$ cat config.mk
export PLATFORM = sky130hd
export DESIGN_NAME = min_uint16_seq_flat
export DESIGN_NICKNAME = d
export VERILOG_FILES = /design/src/rtl/min_uint16_seq_if.sv /design/src/rtl/min_uint16_seq.sv /design/src/flat_wrapper.sv
export SDC_FILE = /design/constraint.sdc
export NUM_CORES = 1
export LEC_CHECK = 0
export CAP_MARGIN = 30
export CORE_MARGIN = 3
export CORE_UTILIZATION = 28
export DETAILED_ROUTE_END_ITERATION = 7
export PLACE_DENSITY = 0.48
export SLEW_MARGIN = 20
export SYNTH_ARGS = -nofsm -noshare
export SYNTH_HDL_FRONTEND = slang
export SYNTH_SLANG_ARGS = --single-unit
$ cat constraint.sdc
create_clock -name clk -period 3 [get_ports clk]
set_input_delay 0.6 -clock clk [delete_from_list [all_inputs] [get_ports clk]]
set_output_delay 0.6 -clock clk [all_outputs]
set_load 0.03 [all_outputs]
$ cat src/rtl/min_uint16_seq_if.sv
// Operand/result handshake bundle for the bit-serial minimum unit.
// The slave side is the compute block; the master side is the feeder/consumer.
interface min_uint16_seq_if #(
  parameter int WIDTH = 16
);
  logic             in_valid;
  logic             in_ready;
  logic [WIDTH-1:0] A;
  logic [WIDTH-1:0] B;
  logic             out_valid;
  logic             out_ready;
  logic [WIDTH-1:0] Y;
  logic             a_le_b;

  modport master (
    output in_valid, A, B, out_ready,
    input  in_ready, out_valid, Y, a_le_b
  );

  modport slave (
    input  in_valid, A, B, out_ready,
    output in_ready, out_valid, Y, a_le_b
  );
endinterface

$ cat src/rtl/min_uint16_seq.sv
// Bit-serial unsigned minimum: compares one operand pair MSB-first, one bit per
// cycle, and returns min(A,B) plus an A-selected flag over a valid/ready handshake.
module min_uint16_seq #(
  parameter int WIDTH      = 16,
  parameter bit EARLY_EXIT = 1'b1
) (
  input  logic             clk,
  input  logic             rst,
  min_uint16_seq_if.slave  bus,
  output logic             busy
);
  localparam int IW = (WIDTH > 1) ? $clog2(WIDTH) : 1;

  typedef enum logic [1:0] {
    S_IDLE = 2'd0,
    S_CMP  = 2'd1,
    S_DONE = 2'd2
  } state_t;

  state_t           state_q, state_d;
  logic [WIDTH-1:0] ra_q, ra_d;
  logic [WIDTH-1:0] rb_q, rb_d;
  logic [IW-1:0]    idx_q, idx_d;
  logic             sel_q, sel_d;
  logic             dec_q, dec_d;
  logic [WIDTH-1:0] y_q, y_d;
  logic             a_le_b_q, a_le_b_d;

  logic bit_a, bit_b, diff;

  assign bit_a = ra_q[idx_q];
  assign bit_b = rb_q[idx_q];
  assign diff  = bit_a ^ bit_b;

  always_ff @(posedge clk or posedge rst) begin
    if (rst) begin
      state_q  <= S_IDLE;
      ra_q     <= '0;
      rb_q     <= '0;
      idx_q    <= '0;
      sel_q    <= 1'b0;
      dec_q    <= 1'b0;
      y_q      <= '0;
      a_le_b_q <= 1'b0;
    end else begin
      state_q  <= state_d;
      ra_q     <= ra_d;
      rb_q     <= rb_d;
      idx_q    <= idx_d;
      sel_q    <= sel_d;
      dec_q    <= dec_d;
      y_q      <= y_d;
      a_le_b_q <= a_le_b_d;
    end
  end

  always_comb begin
    state_d  = state_q;
    ra_d     = ra_q;
    rb_d     = rb_q;
    idx_d    = idx_q;
    sel_d    = sel_q;
    dec_d    = dec_q;
    y_d      = y_q;
    a_le_b_d = a_le_b_q;

    case (state_q)
      S_IDLE: begin
        if (bus.in_valid) begin
          ra_d    = bus.A;
          rb_d    = bus.B;
          idx_d   = IW'(WIDTH - 1);
          dec_d   = 1'b0;
          state_d = S_CMP;
        end
      end
      S_CMP: begin
        // The smaller operand is the one holding 0 at the highest differing bit.
        if (!dec_q && diff) begin
          sel_d = ~bit_a;
          dec_d = 1'b1;
        end
        if ((EARLY_EXIT && diff) || (idx_q == '0)) begin
          if (!dec_q && !diff) sel_d = 1'b1;
          y_d      = sel_d ? ra_q : rb_q;
          a_le_b_d = sel_d;
          state_d  = S_DONE;
        end else begin
          idx_d = idx_q - 1'b1;
        end
      end
      S_DONE: begin
        if (bus.out_ready) state_d = S_IDLE;
      end
      default: state_d = S_IDLE;
    endcase
  end

  // Gate with rst so the feeder sees no ready while reset is held.
  assign bus.in_ready  = (state_q == S_IDLE) && !rst;
  assign bus.out_valid = (state_q == S_DONE);
  assign bus.Y         = y_q;
  assign bus.a_le_b    = a_le_b_q;
  assign busy          = (state_q != S_IDLE);
endmodule

$ cat src/flat_wrapper.sv
// flat-port wrapper written by rule: the top's interface ports become plain ports
module min_uint16_seq_flat 
#(
  parameter int WIDTH      = 16,
  parameter bit EARLY_EXIT = 1'b1
)
  (clk, rst, busy, bus_in_valid, bus_A, bus_B, bus_out_ready, bus_in_ready, bus_out_valid, bus_Y, bus_a_le_b);
  min_uint16_seq_if #(.WIDTH(WIDTH)) bus_i ();
  input  logic clk;
  input  logic rst;
  output logic busy;
  input wire logic [$bits(bus_i.in_valid)-1:0] bus_in_valid;
  input wire logic [$bits(bus_i.A)-1:0] bus_A;
  input wire logic [$bits(bus_i.B)-1:0] bus_B;
  input wire logic [$bits(bus_i.out_ready)-1:0] bus_out_ready;
  output wire logic [$bits(bus_i.in_ready)-1:0] bus_in_ready;
  output wire logic [$bits(bus_i.out_valid)-1:0] bus_out_valid;
  output wire logic [$bits(bus_i.Y)-1:0] bus_Y;
  output wire logic [$bits(bus_i.a_le_b)-1:0] bus_a_le_b;
  assign bus_i.in_valid = bus_in_valid;
  assign bus_i.A = bus_A;
  assign bus_i.B = bus_B;
  assign bus_i.out_ready = bus_out_ready;
  assign bus_in_ready = bus_i.in_ready;
  assign bus_out_valid = bus_i.out_valid;
  assign bus_Y = bus_i.Y;
  assign bus_a_le_b = bus_i.a_le_b;
  min_uint16_seq #(.WIDTH(WIDTH), .EARLY_EXIT(EARLY_EXIT)) u_core (.clk(clk), .rst(rst), .bus(bus_i), .busy(busy));
endmodule
==> results.cfg <==
[detailed_routing]
wl_um = 6660
wire_per_inst_um = 16.2
firstDrtPassIters = 4
via_per_inst = 4.52
drcViolationCount = 0
vias = 1861
drt_iter0_drc = 51
postRouteAntennaNets = 0

[synth]
synth-main-ff-cell = dfrtp_1
synth_warnings = 0
synth.yosys.seq_area_share = 0.497
syn_inst = 205
synth_edf_count = 0
synthArstFlopShare = 1.00
synth_cell_types = 38
synth_fp_nets = 242
synthesis.area_mm2 = 0.00287
ys_ff_latch = 57
avgSynthCellArea_um2 = 14.0

[floorplanning]
die_w_um = 107
fp-row-count = 36
die_area_mm2 = 0.0115
io_pins = 56
die_y_um = 107
initial_utilization = 0.291
core_area_mm2 = 0.00986

[sta]
max_slew_margin = 0.622
fmax_ghz = 0.355
worst_pin_slew_ps = 565
skew_ps = 13.6
period_needed_ps = 2820
setup_ws_ps = 181
post-route-period-util = 0.940
rsz0062_at_grt = no
slew_violations = 0
setup_viol_count_final = 0
finalSetupTns_ps = 0
hold_violations = 0

[grt]
grt_pass1_wl_um = 10800
grt_max_degree = 38
grt_usage = 0.125
antenna_found_initial = 0
grt_pass1_vias = 1995
overflow = 0

[power_and_ir_drop]
p_seq_frac = 0.309
peakVddDrop_mv = 0.450
p_sw_w = 0.00175
pwr-share-comb = 0.524
power.share.clock = 0.166
p_per_area_mw_per_mm2 = 1240
leakage_nw = 1.68
internal-power_w = 0.00306
switching_share = 0.364
total_power_w = 0.00482

[critical_path]
r2r-end = u_core.bus.Y[1]
slowest_delay_ps = 640
critical_path.slowest_cell = mux4_1
cp_cell_sequence = mux4_1, mux2i_4, or4b_4, o211ai_4, buf_12, mux2_1, mux2_1
crit_path_start_kind = flop
critPathRequiredTime_ps = 3220
r2r.worst_path.cells = 7
cp_max_fo = 8
reg2reg_from = u_core.idx_q[2]
reg2reg_slack_ps = 180
cpMostUsedCell = mux2_1
crit_type = flop to flop
cp-end-kind = flop
worstPathArrival_ps = 3030

[hold_path]
hp-start = u_core.bus.Y[0]
hold_end = u_core.bus.Y[0]
worstHoldPathCells = 1
min-delay-path-class = flop to flop

[clocking]
h-tree-depth = 3
cts_tree = built
clk_latency_ps = 340
numCtsBuffers = 9
cts_resized = 0
clk_pin_slew_ps = 70
cts_setup_buffers = 0
holdBufCountCts = 0
cts.path.max_buffers = 2
clock-sinks = 57
clockRootBuffer = clkbuf_8

[final_layout]
drive_gt1_frac = 0.280
final_common_cell = dfrtp_1
area_growth_pct = 34.9
layout_common_cells = dfrtp_1, clkdlybuf4s50_1, mux2_2, mux2_1, mux2i_1
nets = 311
antennaDiodeCount = 0

[flow_run]
drv_cap = 0

[place]
dpl.hpwl_um = 4790
pre_cts_ws_ps = 111
port-buffer-count = 55
gp_congestion = 0.811

[outcome]
status = finished clean
-- Yosys cell counts (all sizes together) (2+ instances only) --
| library cell | instances | share of area |
|---|---|---|
| nand2b | 2 | 0.0044 |
| a21o | 3 | 0.0078 |
| o21ai | 3 | 0.0052 |
| mux2i | 12 | 0.046 |
| nand2 | 7 | 0.0092 |
| clkbuf | 4 | 0.0052 |
| nor2b | 3 | 0.0065 |
| dfrtp | 57 | 0.50 |
| nand3 | 2 | 0.0035 |
| mux2 | 64 | 0.26 |
| or2 | 2 | 0.0044 |
| buf | 6 | 0.022 |
| a21oi | 3 | 0.0065 |
| a22oi | 4 | 0.010 |
| mux4 | 4 | 0.037 |
| nor2 | 8 | 0.010 |
| inv | 7 | 0.0092 |
-- sequential cells by signal (all words and copies together), names as in the netlist --
| name | cells |
|---|---|
| u_core.rb_q | 16 |
| u_core.sel_q | 1 |
| u_core.dec_q | 1 |
| u_core.ra_q | 16 |
| u_core.state_q | 2 |
| u_core.bus.a_le_b | 1 |
| u_core.bus.Y | 16 |
| u_core.idx_q | 4 |
-- kinds of logic after synthesis --
logic type,Yosys count,share of synthesized area
muxes,80,0.345
DFF,57,0.497
and+or+nand+nor,29,0.0536
AOI/OAI and AO/OA,20,0.0611
buffers and inverters,17,0.0362
xor gates and xnor gates,1,0.00305
adders and majority gates,1,0.00436
-- layer usage --
metal / vias up / GRT usage / part of all wire
li1: 878 / - / -
met1: 927 / 0.168 / 0.46
met2: 40 / 0.187 / 0.47
met3: 16 / 0.0313 / 0.039
met4: 0 / 0.0612 / 0.031
met5: - / 0 / 0
-- area by class of cell --
| type | count | area, um2 |
|---|---|---|
| timing repair buffer | 68 | 686 |
| fill | 946 | 5990 |
| inverter | 7 | 26.3 |
| sequential | 57 | 1430 |
| tap | 133 | 166 |
| clock inverter | 5 | 78.8 |
| clock buffer | 11 | 141 |
| multi-input combinational | 131 | 1350 |
-- per-stage QoR --
| stage | std cells | utilization | hold slack (ps) | instance area (um2) |
|---|---|---|---|---|
| floorplan | 205 | - | 491 | 2870 |
| global placement | 394 | 0.366 | 495 | 3610 |
| detailed placement | 394 | 0.366 | 477 | 3610 |
| CTS | 410 | 0.388 | 505 | 3830 |
| global route | 412 | 0.392 | 519 | 3870 |
| finish | 412 | 0.392 | 494 | 3870 |
-- worst max-delay path: cells and delay by family, from the launching register on --
kind	cells	cell delay (ps)
AO/OA/AOI/OAI	1	140
buffers and inverters	1	170
flip-flops	1	490
multiplexers	4	1420
AND/OR/NAND/NOR	1	500
-- how the worst max path moves through the flow --
stage | startpoint | endpoint | slack (ps)
after floorplan | u_core.idx_q[2] | u_core.bus.Y[0] | 280
after global placement | u_core.idx_q[2] | u_core.bus.Y[0] | 160
after detailed placement | u_core.idx_q[2] | u_core.bus.Y[1] | 110
after CTS | u_core.idx_q[2] | u_core.bus.Y[2] | 100
after global routing | u_core.idx_q[2] | u_core.bus.Y[0] | 7
final | u_core.idx_q[2] | u_core.bus.Y[1] | 180
-- power by group through the flow --
stage | combinational, W | clock (W) | sequential [W]
2_1_floorplan | 0.00163 | 0 | 0.00159
3_3_place_gp | 0.00240 | 0 | 0.00153
3_5_place_dp | 0.00243 | 0 | 0.00152
4_1_cts | 0.00244 | 0.000829 | 0.00151
5_1_grt | 0.00274 | 0.000866 | 0.00156
6_report | 0.00253 | 0.000800 | 0.00149
Power figures use the tool's default switching activity.
